**config.mk**
```make
export PLATFORM = sky130hd
export DESIGN_NAME = reg_manager_flat
export DESIGN_NICKNAME = d
export VERILOG_FILES = /design/src/rtl/cpu_pkg.sv /design/src/rtl/reg_manager_if.sv /design/src/rtl/reg_manager_regfile.sv /design/src/rtl/reg_manager.sv /design/src/flat_wrapper.sv
export SDC_FILE = /design/constraint.sdc
export NUM_CORES = 2
export LEC_CHECK = 0
export BUFFER_PORTS_ARGS = -buffer_cell sky130_fd_sc_hd__buf_2
export CORE_MARGIN = 2
export CORE_UTILIZATION = 57
export CTS_CLUSTER_DIAMETER = 80
export DETAILED_ROUTE_END_ITERATION = 8
export HOLD_SLACK_MARGIN = 0.03
export PLACE_DENSITY_LB_ADDON = 0.2
export SYNTH_ARGS = -nofsm -noshare
export SYNTH_HDL_FRONTEND = slang
export SYNTH_HIERARCHICAL = 1
export SYNTH_SLANG_ARGS = --single-unit
```
**constraint.sdc**
```tcl
create_clock -name clk -period 33.4 [get_ports clk]
set_clock_uncertainty 0.2 [all_clocks]
set_input_delay 3.34 -clock clk [delete_from_list [all_inputs] [get_ports clk]]
set_output_delay 3.34 -clock clk [all_outputs]
set_load 0.02 [all_outputs]
```
**src/rtl/cpu_pkg.sv**
```systemverilog
// Shared issue-side CPU types: datapath width, unit codes, issue bundle and manager FSM states.
package cpu_pkg;
  localparam int xlen  = 32;
  localparam int nregs = 32;

  typedef enum logic [1:0] {
    UNIT_ALU = 2'h0,
    UNIT_MUL = 2'h1,
    UNIT_LSU = 2'h2,
    UNIT_BRU = 2'h3
  } unit_t;

  typedef enum logic [1:0] {
    ST_IDLE  = 2'd0,
    ST_STALL = 2'd1,
    ST_ISSUE = 2'd2
  } state_t;

  typedef struct packed {
    logic [1:0]      unit;
    logic [2:0]      sub_unit;
    logic [5:0]      sel;
    logic [xlen-1:0] rs1;
    logic [xlen-1:0] rs2;
    logic [4:0]      rd;
    logic [xlen-1:0] immediate;
    logic            imm;
  } issue_t;

  // Decoded instruction as held while waiting on the scoreboard (register indices, not values).
  typedef struct packed {
    logic [1:0]      unit;
    logic [2:0]      sub_unit;
    logic [5:0]      sel;
    logic [4:0]      rs1;
    logic [4:0]      rs2;
    logic [4:0]      rd;
    logic [xlen-1:0] immediate;
    logic            imm;
  } dec_t;

  function automatic logic has_hazard(logic [nregs-1:0] busy, dec_t d);
    return busy[d.rs1] | (~d.imm & busy[d.rs2]) | busy[d.rd];
  endfunction
endpackage

```
**src/rtl/reg_manager_if.sv**
```systemverilog
// Decode, issue-bundle and writeback signals between the register manager and its neighbours.
interface reg_manager_if;
  import cpu_pkg::*;

  logic            dec_valid_i;
  logic            dec_ready_o;
  logic [1:0]      dec_unit_i;
  logic [2:0]      dec_sub_unit_i;
  logic [5:0]      dec_sel_i;
  logic [4:0]      dec_rs1_i;
  logic [4:0]      dec_rs2_i;
  logic [4:0]      dec_rd_i;
  logic [xlen-1:0] dec_immediate_i;
  logic            dec_imm_i;
  logic            issue_valid_o;
  logic [1:0]      unit;
  logic [2:0]      sub_unit;
  logic [5:0]      sel;
  logic [xlen-1:0] rs1;
  logic [xlen-1:0] rs2;
  logic [4:0]      rd;
  logic [xlen-1:0] immediate;
  logic            imm;
  logic            ok_i;
  logic            wb_valid_i;
  logic [4:0]      wb_rd_i;
  logic [xlen-1:0] wb_data_i;

  modport slave (
    input  dec_valid_i, dec_unit_i, dec_sub_unit_i, dec_sel_i, dec_rs1_i, dec_rs2_i,
           dec_rd_i, dec_immediate_i, dec_imm_i, ok_i, wb_valid_i, wb_rd_i, wb_data_i,
    output dec_ready_o, issue_valid_o, unit, sub_unit, sel, rs1, rs2, rd, immediate, imm
  );

  modport master (
    output dec_valid_i, dec_unit_i, dec_sub_unit_i, dec_sel_i, dec_rs1_i, dec_rs2_i,
           dec_rd_i, dec_immediate_i, dec_imm_i, ok_i, wb_valid_i, wb_rd_i, wb_data_i,
    input  dec_ready_o, issue_valid_o, unit, sub_unit, sel, rs1, rs2, rd, immediate, imm
  );
endinterface

```
**src/rtl/reg_manager_regfile.sv**
```systemverilog
// 32-entry integer register file: two async read ports with write-through, one write port, x0 = 0.
module reg_manager_regfile
  import cpu_pkg::*;
(
  input  logic            clk,
  input  logic            rst_n,
  input  logic [4:0]      ra1,
  input  logic [4:0]      ra2,
  output logic [xlen-1:0] rdata1,
  output logic [xlen-1:0] rdata2,
  input  logic            we,
  input  logic [4:0]      wa,
  input  logic [xlen-1:0] wd
);
  logic [xlen-1:0] mem_q [nregs];
  logic [xlen-1:0] mem_d [nregs];
  logic            wr_en;

  assign wr_en = we & (wa != 5'd0);

  always_comb begin
    mem_d = mem_q;
    if (wr_en) mem_d[wa] = wd;
  end

  always_ff @(posedge clk or posedge rst_n) begin
    if (rst_n) begin
      for (int i = 0; i < nregs; i++) mem_q[i] <= '0;
    end else begin
      mem_q <= mem_d;
    end
  end

  // Same-cycle writeback is forwarded so a release read never sees stale data.
  assign rdata1 = (ra1 == 5'd0) ? '0 : ((wr_en && wa == ra1) ? wd : mem_q[ra1]);
  assign rdata2 = (ra2 == 5'd0) ? '0 : ((wr_en && wa == ra2) ? wd : mem_q[ra2]);
endmodule

```
**src/rtl/reg_manager.sv**
```systemverilog
// Issue-side register manager: holds a decoded instruction, stalls on scoreboard hazards,
// drives the operand bundle to the execution units and retires unit writebacks.
module reg_manager
  import cpu_pkg::*;
(
  input  logic         clk,
  input  logic         rst_n,
  reg_manager_if.slave bus
);
  // state  | meaning
  // IDLE   | no instruction held, ready for decode
  // STALL  | instruction held, waiting for its sources / destination to clear
  // ISSUE  | bundle presented, waiting for ok_i

  state_t             state_q, state_d;
  dec_t               hold_q, hold_d;
  issue_t             bundle_q, bundle_d;
  logic [nregs-1:0]   busy_q, busy_d;
  dec_t               dec_in;
  logic [4:0]         ra1, ra2;
  logic [xlen-1:0]    rdata1, rdata2;
  logic               fire, capture, dec_ready;

  assign dec_in = '{unit: bus.dec_unit_i, sub_unit: bus.dec_sub_unit_i, sel: bus.dec_sel_i,
                    rs1: bus.dec_rs1_i, rs2: bus.dec_rs2_i, rd: bus.dec_rd_i,
                    immediate: bus.dec_immediate_i, imm: bus.dec_imm_i};

  assign fire    = (state_q == ST_ISSUE) & bus.ok_i;
  assign capture = bus.dec_valid_i & dec_ready;
  assign ra1     = (state_q == ST_STALL) ? hold_q.rs1 : bus.dec_rs1_i;
  assign ra2     = (state_q == ST_STALL) ? hold_q.rs2 : bus.dec_rs2_i;

  reg_manager_regfile u_regfile (
    .clk    (clk),
    .rst_n  (rst_n),
    .ra1    (ra1),
    .ra2    (ra2),
    .rdata1 (rdata1),
    .rdata2 (rdata2),
    .we     (bus.wb_valid_i),
    .wa     (bus.wb_rd_i),
    .wd     (bus.wb_data_i)
  );

  function automatic issue_t mk_issue(dec_t d, logic [xlen-1:0] a, logic [xlen-1:0] b);
    issue_t r;
    r = '{unit: d.unit, sub_unit: d.sub_unit, sel: d.sel, rs1: a, rs2: b, rd: d.rd,
          immediate: d.immediate, imm: d.imm};
    return r;
  endfunction

  // Set is applied after clear so a new producer on the same rd stays outstanding.
  always_comb begin
    busy_d = busy_q;
    if (bus.wb_valid_i && bus.wb_rd_i != 5'd0) busy_d[bus.wb_rd_i] = 1'b0;
    if (fire && bundle_q.rd != 5'd0) busy_d[bundle_q.rd] = 1'b1;
  end

  always_ff @(posedge clk or posedge rst_n) begin
    if (rst_n) begin
      state_q  <= ST_IDLE;
      hold_q   <= '0;
      bundle_q <= '0;
      busy_q   <= '0;
    end else begin
      state_q  <= state_d;
      hold_q   <= hold_d;
      bundle_q <= bundle_d;
      busy_q   <= busy_d;
    end
  end

  // Hazards are judged against the post-update scoreboard, matching the forwarded operands.
  always_comb begin
    state_d  = state_q;
    hold_d   = hold_q;
    bundle_d = bundle_q;
    if (capture) begin
      hold_d = dec_in;
      if (has_hazard(busy_d, dec_in)) begin
        state_d = ST_STALL;
      end else begin
        bundle_d = mk_issue(dec_in, rdata1, rdata2);
        state_d  = ST_ISSUE;
      end
    end else if (state_q == ST_STALL) begin
      if (!has_hazard(busy_d, hold_q)) begin
        bundle_d = mk_issue(hold_q, rdata1, rdata2);
        state_d  = ST_ISSUE;
      end
    end else if (fire) begin
      state_d = ST_IDLE;
    end
  end

  always_comb begin
    dec_ready = 1'b0;
    case (state_q)
      ST_IDLE:  dec_ready = 1'b1;
      ST_ISSUE: dec_ready = bus.ok_i;
      default:  dec_ready = 1'b0;
    endcase
  end

  assign bus.dec_ready_o   = dec_ready;
  assign bus.issue_valid_o = (state_q == ST_ISSUE);
  assign bus.unit          = bundle_q.unit;
  assign bus.sub_unit      = bundle_q.sub_unit;
  assign bus.sel           = bundle_q.sel;
  assign bus.rs1           = bundle_q.rs1;
  assign bus.rs2           = bundle_q.rs2;
  assign bus.rd            = bundle_q.rd;
  assign bus.immediate     = bundle_q.immediate;
  assign bus.imm           = bundle_q.imm;
endmodule

```
**src/flat_wrapper.sv**
```systemverilog
// flat-port wrapper written by rule: the top's interface ports become plain ports
module reg_manager_flat import cpu_pkg::*;
  (clk, rst_n, bus_dec_valid_i, bus_dec_unit_i, bus_dec_sub_unit_i, bus_dec_sel_i, bus_dec_rs1_i, bus_dec_rs2_i, bus_dec_rd_i, bus_dec_immediate_i, bus_dec_imm_i, bus_ok_i, bus_wb_valid_i, bus_wb_rd_i, bus_wb_data_i, bus_dec_ready_o, bus_issue_valid_o, bus_unit, bus_sub_unit, bus_sel, bus_rs1, bus_rs2, bus_rd, bus_immediate, bus_imm);
  reg_manager_if bus_i ();
  input  logic clk;
  input  logic rst_n;
  input wire logic [$bits(bus_i.dec_valid_i)-1:0] bus_dec_valid_i;
  input wire logic [$bits(bus_i.dec_unit_i)-1:0] bus_dec_unit_i;
  input wire logic [$bits(bus_i.dec_sub_unit_i)-1:0] bus_dec_sub_unit_i;
  input wire logic [$bits(bus_i.dec_sel_i)-1:0] bus_dec_sel_i;
  input wire logic [$bits(bus_i.dec_rs1_i)-1:0] bus_dec_rs1_i;
  input wire logic [$bits(bus_i.dec_rs2_i)-1:0] bus_dec_rs2_i;
  input wire logic [$bits(bus_i.dec_rd_i)-1:0] bus_dec_rd_i;
  input wire logic [$bits(bus_i.dec_immediate_i)-1:0] bus_dec_immediate_i;
  input wire logic [$bits(bus_i.dec_imm_i)-1:0] bus_dec_imm_i;
  input wire logic [$bits(bus_i.ok_i)-1:0] bus_ok_i;
  input wire logic [$bits(bus_i.wb_valid_i)-1:0] bus_wb_valid_i;
  input wire logic [$bits(bus_i.wb_rd_i)-1:0] bus_wb_rd_i;
  input wire logic [$bits(bus_i.wb_data_i)-1:0] bus_wb_data_i;
  output wire logic [$bits(bus_i.dec_ready_o)-1:0] bus_dec_ready_o;
  output wire logic [$bits(bus_i.issue_valid_o)-1:0] bus_issue_valid_o;
  output wire logic [$bits(bus_i.unit)-1:0] bus_unit;
  output wire logic [$bits(bus_i.sub_unit)-1:0] bus_sub_unit;
  output wire logic [$bits(bus_i.sel)-1:0] bus_sel;
  output wire logic [$bits(bus_i.rs1)-1:0] bus_rs1;
  output wire logic [$bits(bus_i.rs2)-1:0] bus_rs2;
  output wire logic [$bits(bus_i.rd)-1:0] bus_rd;
  output wire logic [$bits(bus_i.immediate)-1:0] bus_immediate;
  output wire logic [$bits(bus_i.imm)-1:0] bus_imm;
  assign bus_i.dec_valid_i = bus_dec_valid_i;
  assign bus_i.dec_unit_i = bus_dec_unit_i;
  assign bus_i.dec_sub_unit_i = bus_dec_sub_unit_i;
  assign bus_i.dec_sel_i = bus_dec_sel_i;
  assign bus_i.dec_rs1_i = bus_dec_rs1_i;
  assign bus_i.dec_rs2_i = bus_dec_rs2_i;
  assign bus_i.dec_rd_i = bus_dec_rd_i;
  assign bus_i.dec_immediate_i = bus_dec_immediate_i;
  assign bus_i.dec_imm_i = bus_dec_imm_i;
  assign bus_i.ok_i = bus_ok_i;
  assign bus_i.wb_valid_i = bus_wb_valid_i;
  assign bus_i.wb_rd_i = bus_wb_rd_i;
  assign bus_i.wb_data_i = bus_wb_data_i;
  assign bus_dec_ready_o = bus_i.dec_ready_o;
  assign bus_issue_valid_o = bus_i.issue_valid_o;
  assign bus_unit = bus_i.unit;
  assign bus_sub_unit = bus_i.sub_unit;
  assign bus_sel = bus_i.sel;
  assign bus_rs1 = bus_i.rs1;
  assign bus_rs2 = bus_i.rs2;
  assign bus_rd = bus_i.rd;
  assign bus_immediate = bus_i.immediate;
  assign bus_imm = bus_i.imm;
  reg_manager u_core (.clk(clk), .rst_n(rst_n), .bus(bus_i));
endmodule
```
==> impl_metrics.json <==
{
  "root_buffer": "clkbuf_16",
  "arrival_ps": 8610,
  "drive_above_1_share_pct": 45.47,
  "clk_pin_slew_ps": 60,
  "cts_sinks": 1230,
  "setup-violations-final": 0,
  "fin_crit_ps": 8199,
  "start_util_pct": 57.56,
  "worstMarginPinSlew_ps": 1257,
  "fp-row-count": 123,
  "clock.fmax_mhz": 122.0,
  "netlist_area_um2": 64930,
  "finalCritPeriodShare_pct": 24.55,
  "place_congestion": 1.003,
  "holdPathStages": 0,
  "overflow": 0,
  "dpl.cell_count": 5954,
  "postRouteWirelength_um": 217400,
  "startpoint_type": "input pin",
  "cp.required_ps": 33820,
  "fin_area_um2": 71460,
  "crit_type": "input pin to flip-flop",
  "timing.rr.end": "u_core/bus.rs1[31]",
  "leakage_nw": 31.24,
  "port_buffers": 215,
  "hold_path_end": "u_core/u_regfile/mem_q[1019]",
  "cts_hold_buffers": 0,
  "synth_nets": 4727,
  "synth_cell_type_count": 84,
  "clock_latency_ps": 760,
  "whs_ps": 195.7,
  "highest_layer": "met5",
  "grt_pass1_vias": 45360,
  "async_flop_share_pct": 100.0,
  "nets": 4692,
  "yosysTopAreaCellShare_pct": 47.40,
  "met3_length_um": 23390,
  "layout_setup_ws_ps": 25200,
  "power_per_cell_area_nw_per_um2": 90.84,
  "final_common_cell": "dfrtp_1",
  "rr_worst_depth": 13,
  "grtUsageTotal_pct": 37.48,
  "fill_cells": 8368,
  "grt_pass1_wl_um": 317600,
  "antenna_found_initial": 12,
  "remaining_drc_errors": 0,
  "die_x_um": 341.5,
  "wl_met1_um": 85480,
  "ys_ff_latch": 1230,
  "synth_flop_cell": "dfrtp_1",
  "placed_cell_area_um2": 66780,
  "r2r_start": "u_core/state_q[0]",
  "first_pass_iters": 6,
  "wl_per_cell_um": 35.02,
  "cts_max_level": 4,
  "drt_iter0_drc": 5372,
  "hold_class": "flip-flop to flip-flop",
  "routed-via-count": 44870,
  "postRouteAntennaNets": 0,
  "cts_resized": 0,
  "relSlewSlack_pct": 15.94,
  "clockBufferDepth": 3,
  "synth.avg_cell_area_um2": 14.04,
  "dieArea_um2": 116600,
  "hp-start": "u_core/u_regfile/mem_q[1019]",
  "synthCells": 4626,
  "ir_worst_vdd_mv": 0.07625,
  "status": "complete, no violations",
  "fin_cells": 6207,
  "setup-tns-final_ps": 0,
  "yosysSeqAreaShare_pct": 47.40,
  "dp_hpwl_um": 123500,
  "slew_violations": 0,
  "regToRegSetupSlack_ps": 27120,
  "syn_to_final_growth_pct": 10.05,
  "wl_met2_um": 96850,
  "final_cell_mix": "dfrtp_1, mux2_2, mux4_2",
  "cts_tree": "yes",
  "cap_violations": 0,
  "chipHeight_um": 341.5,
  "rsz0062_at_grt": "false",
  "viasPerCell": 7.230,
  "postCtsSetupBuffers": 0,
  "path_max_fanout": 69,
  "synth_top_area_cell": "dfrtp_1",
  "core_area_um2": 112800,
  "worstSetupEndpointType": "flip-flop",
  "grt_max_degree": 161,
  "yosys-top-cells-area": "dfrtp_1, mux2_2, mux4_2, mux2i_1, clkbuf_1",
  "synth_edf_count": 0,
  "yosys_warnings": 6,
  "io_pins": 216,
  "hold_violations": 0,
  "numCtsBuffers": 135,
  "pre_cts_ws_ps": 24510
}
[flip-flops by register name, indices dropped and copies added, names as in the netlist]
signal                  flops
u_core/bus.imm              1
u_core/bus.immediate       32
u_core/bus.rd               5
u_core/bus.rs1             32
u_core/bus.rs2             32
u_core/bus.sel              6
u_core/bus.sub_unit         3
u_core/bus.unit             2
u_core/busy_q              32
u_core/hold_q              59
u_core/state_q              2
u_core/u_regfile/mem_q   1024
[worst max path at each step]
| stage | startpoint | endpoint | slack, ps | cells past startpoint |
|---|---|---|---|---|
| 2_1_floorplan | rst_n | u_core/u_regfile/mem_q[0] | 1040 | 1 |
| 3_3_place_gp | bus_dec_rs1_i[0] | u_core/bus.rs1[4] | 24500 | 12 |
| 3_5_place_dp | bus_dec_rs1_i[0] | u_core/bus.rs1[4] | 24510 | 12 |
| 4_1_cts | bus_dec_rs1_i[0] | u_core/bus.rs1[31] | 25270 | 12 |
| 5_1_grt | bus_dec_rs1_i[0] | u_core/bus.rs1[31] | 24990 | 12 |
| 6_report | bus_wb_rd_i[3] | u_core/bus.rs2[18] | 25200 | 12 |
[critical path, stage by stage]
cell,delay (ps)
buf_2,340
nand4bb_1,320
o21ai_0,730
a21oi_1,140
or4b_1,520
a211o_1,270
o221ai_1,280
nand3_1,200
o21ai_4,90
buf_4,880
buf_4,1010
mux2_2,420
[cell type report]
cell class	count	area (um^2)	share of cell area (%)
clock inverters	38	596.8	0.8352
repair buffers	320	1927	2.696
diodes	7	17.52	0.02451
well taps	1500	1877	2.626
multi-input cells	2877	32080	44.89
flip-flops and latches	1230	30780	43.07
clock buffers	208	4070	5.696
inverters	27	116.4	0.1628
[kinds of logic after synthesis]
logic type	Yosys count	share of synthesized area [%]
mux	1857	38.76
compound gates	568	6.613
flops	1230	47.40
simple gates	441	3.393
buf+inv	519	3.678
xor+xnor	11	0.1484
[metal layers]
| metal | vias to the layer above | track usage (%) |
|---|---|---|
| met5 | - | 0 |
| li1 | 17810 | - |
| met2 | 2662 | 55.41 |
| met1 | 23730 | 51.98 |
| met3 | 656 | 9.844 |
| met4 | 10 | 17.94 |
[stage by stage]
stage / utilization [%] / total power, mW
3_5_place_dp: 59.20 / 4.878
5_1_grt: 63.34 / 6.729
3_3_place_gp: 59.20 / 4.836
4_1_cts: 63.33 / 6.459
2_1_floorplan: - / 4.057
6_report: 63.35 / 6.491
[cells in the mapped netlist (18+ instances only)]
master / count
a21oi_1: 53
a221o_1: 40
a221oi_1: 34
a22oi_1: 59
a32o_1: 32
buf_1: 89
buf_2: 76
buf_4: 26
buf_6: 30
clkbuf_1: 269
dfrtp_1: 1230
inv_1: 23
mux2_1: 52
mux2_2: 1129
mux2i_1: 262
mux4_2: 404
nand2_1: 137
nand3_1: 71
nor2_1: 81
nor2b_1: 18
nor3_1: 34
o211ai_1: 29
o21ai_0: 65
o221ai_1: 70
o22ai_1: 50
[power breakdown]
group	switching (mW)	internal, mW	total (mW)
registers	0.267	1.84	2.11
logic	1.56	1.25	2.80
clock network	0.635	0.943	1.58
total	2.46	4.03	6.49
Note: power is estimated with default switching activity, not from simulation.
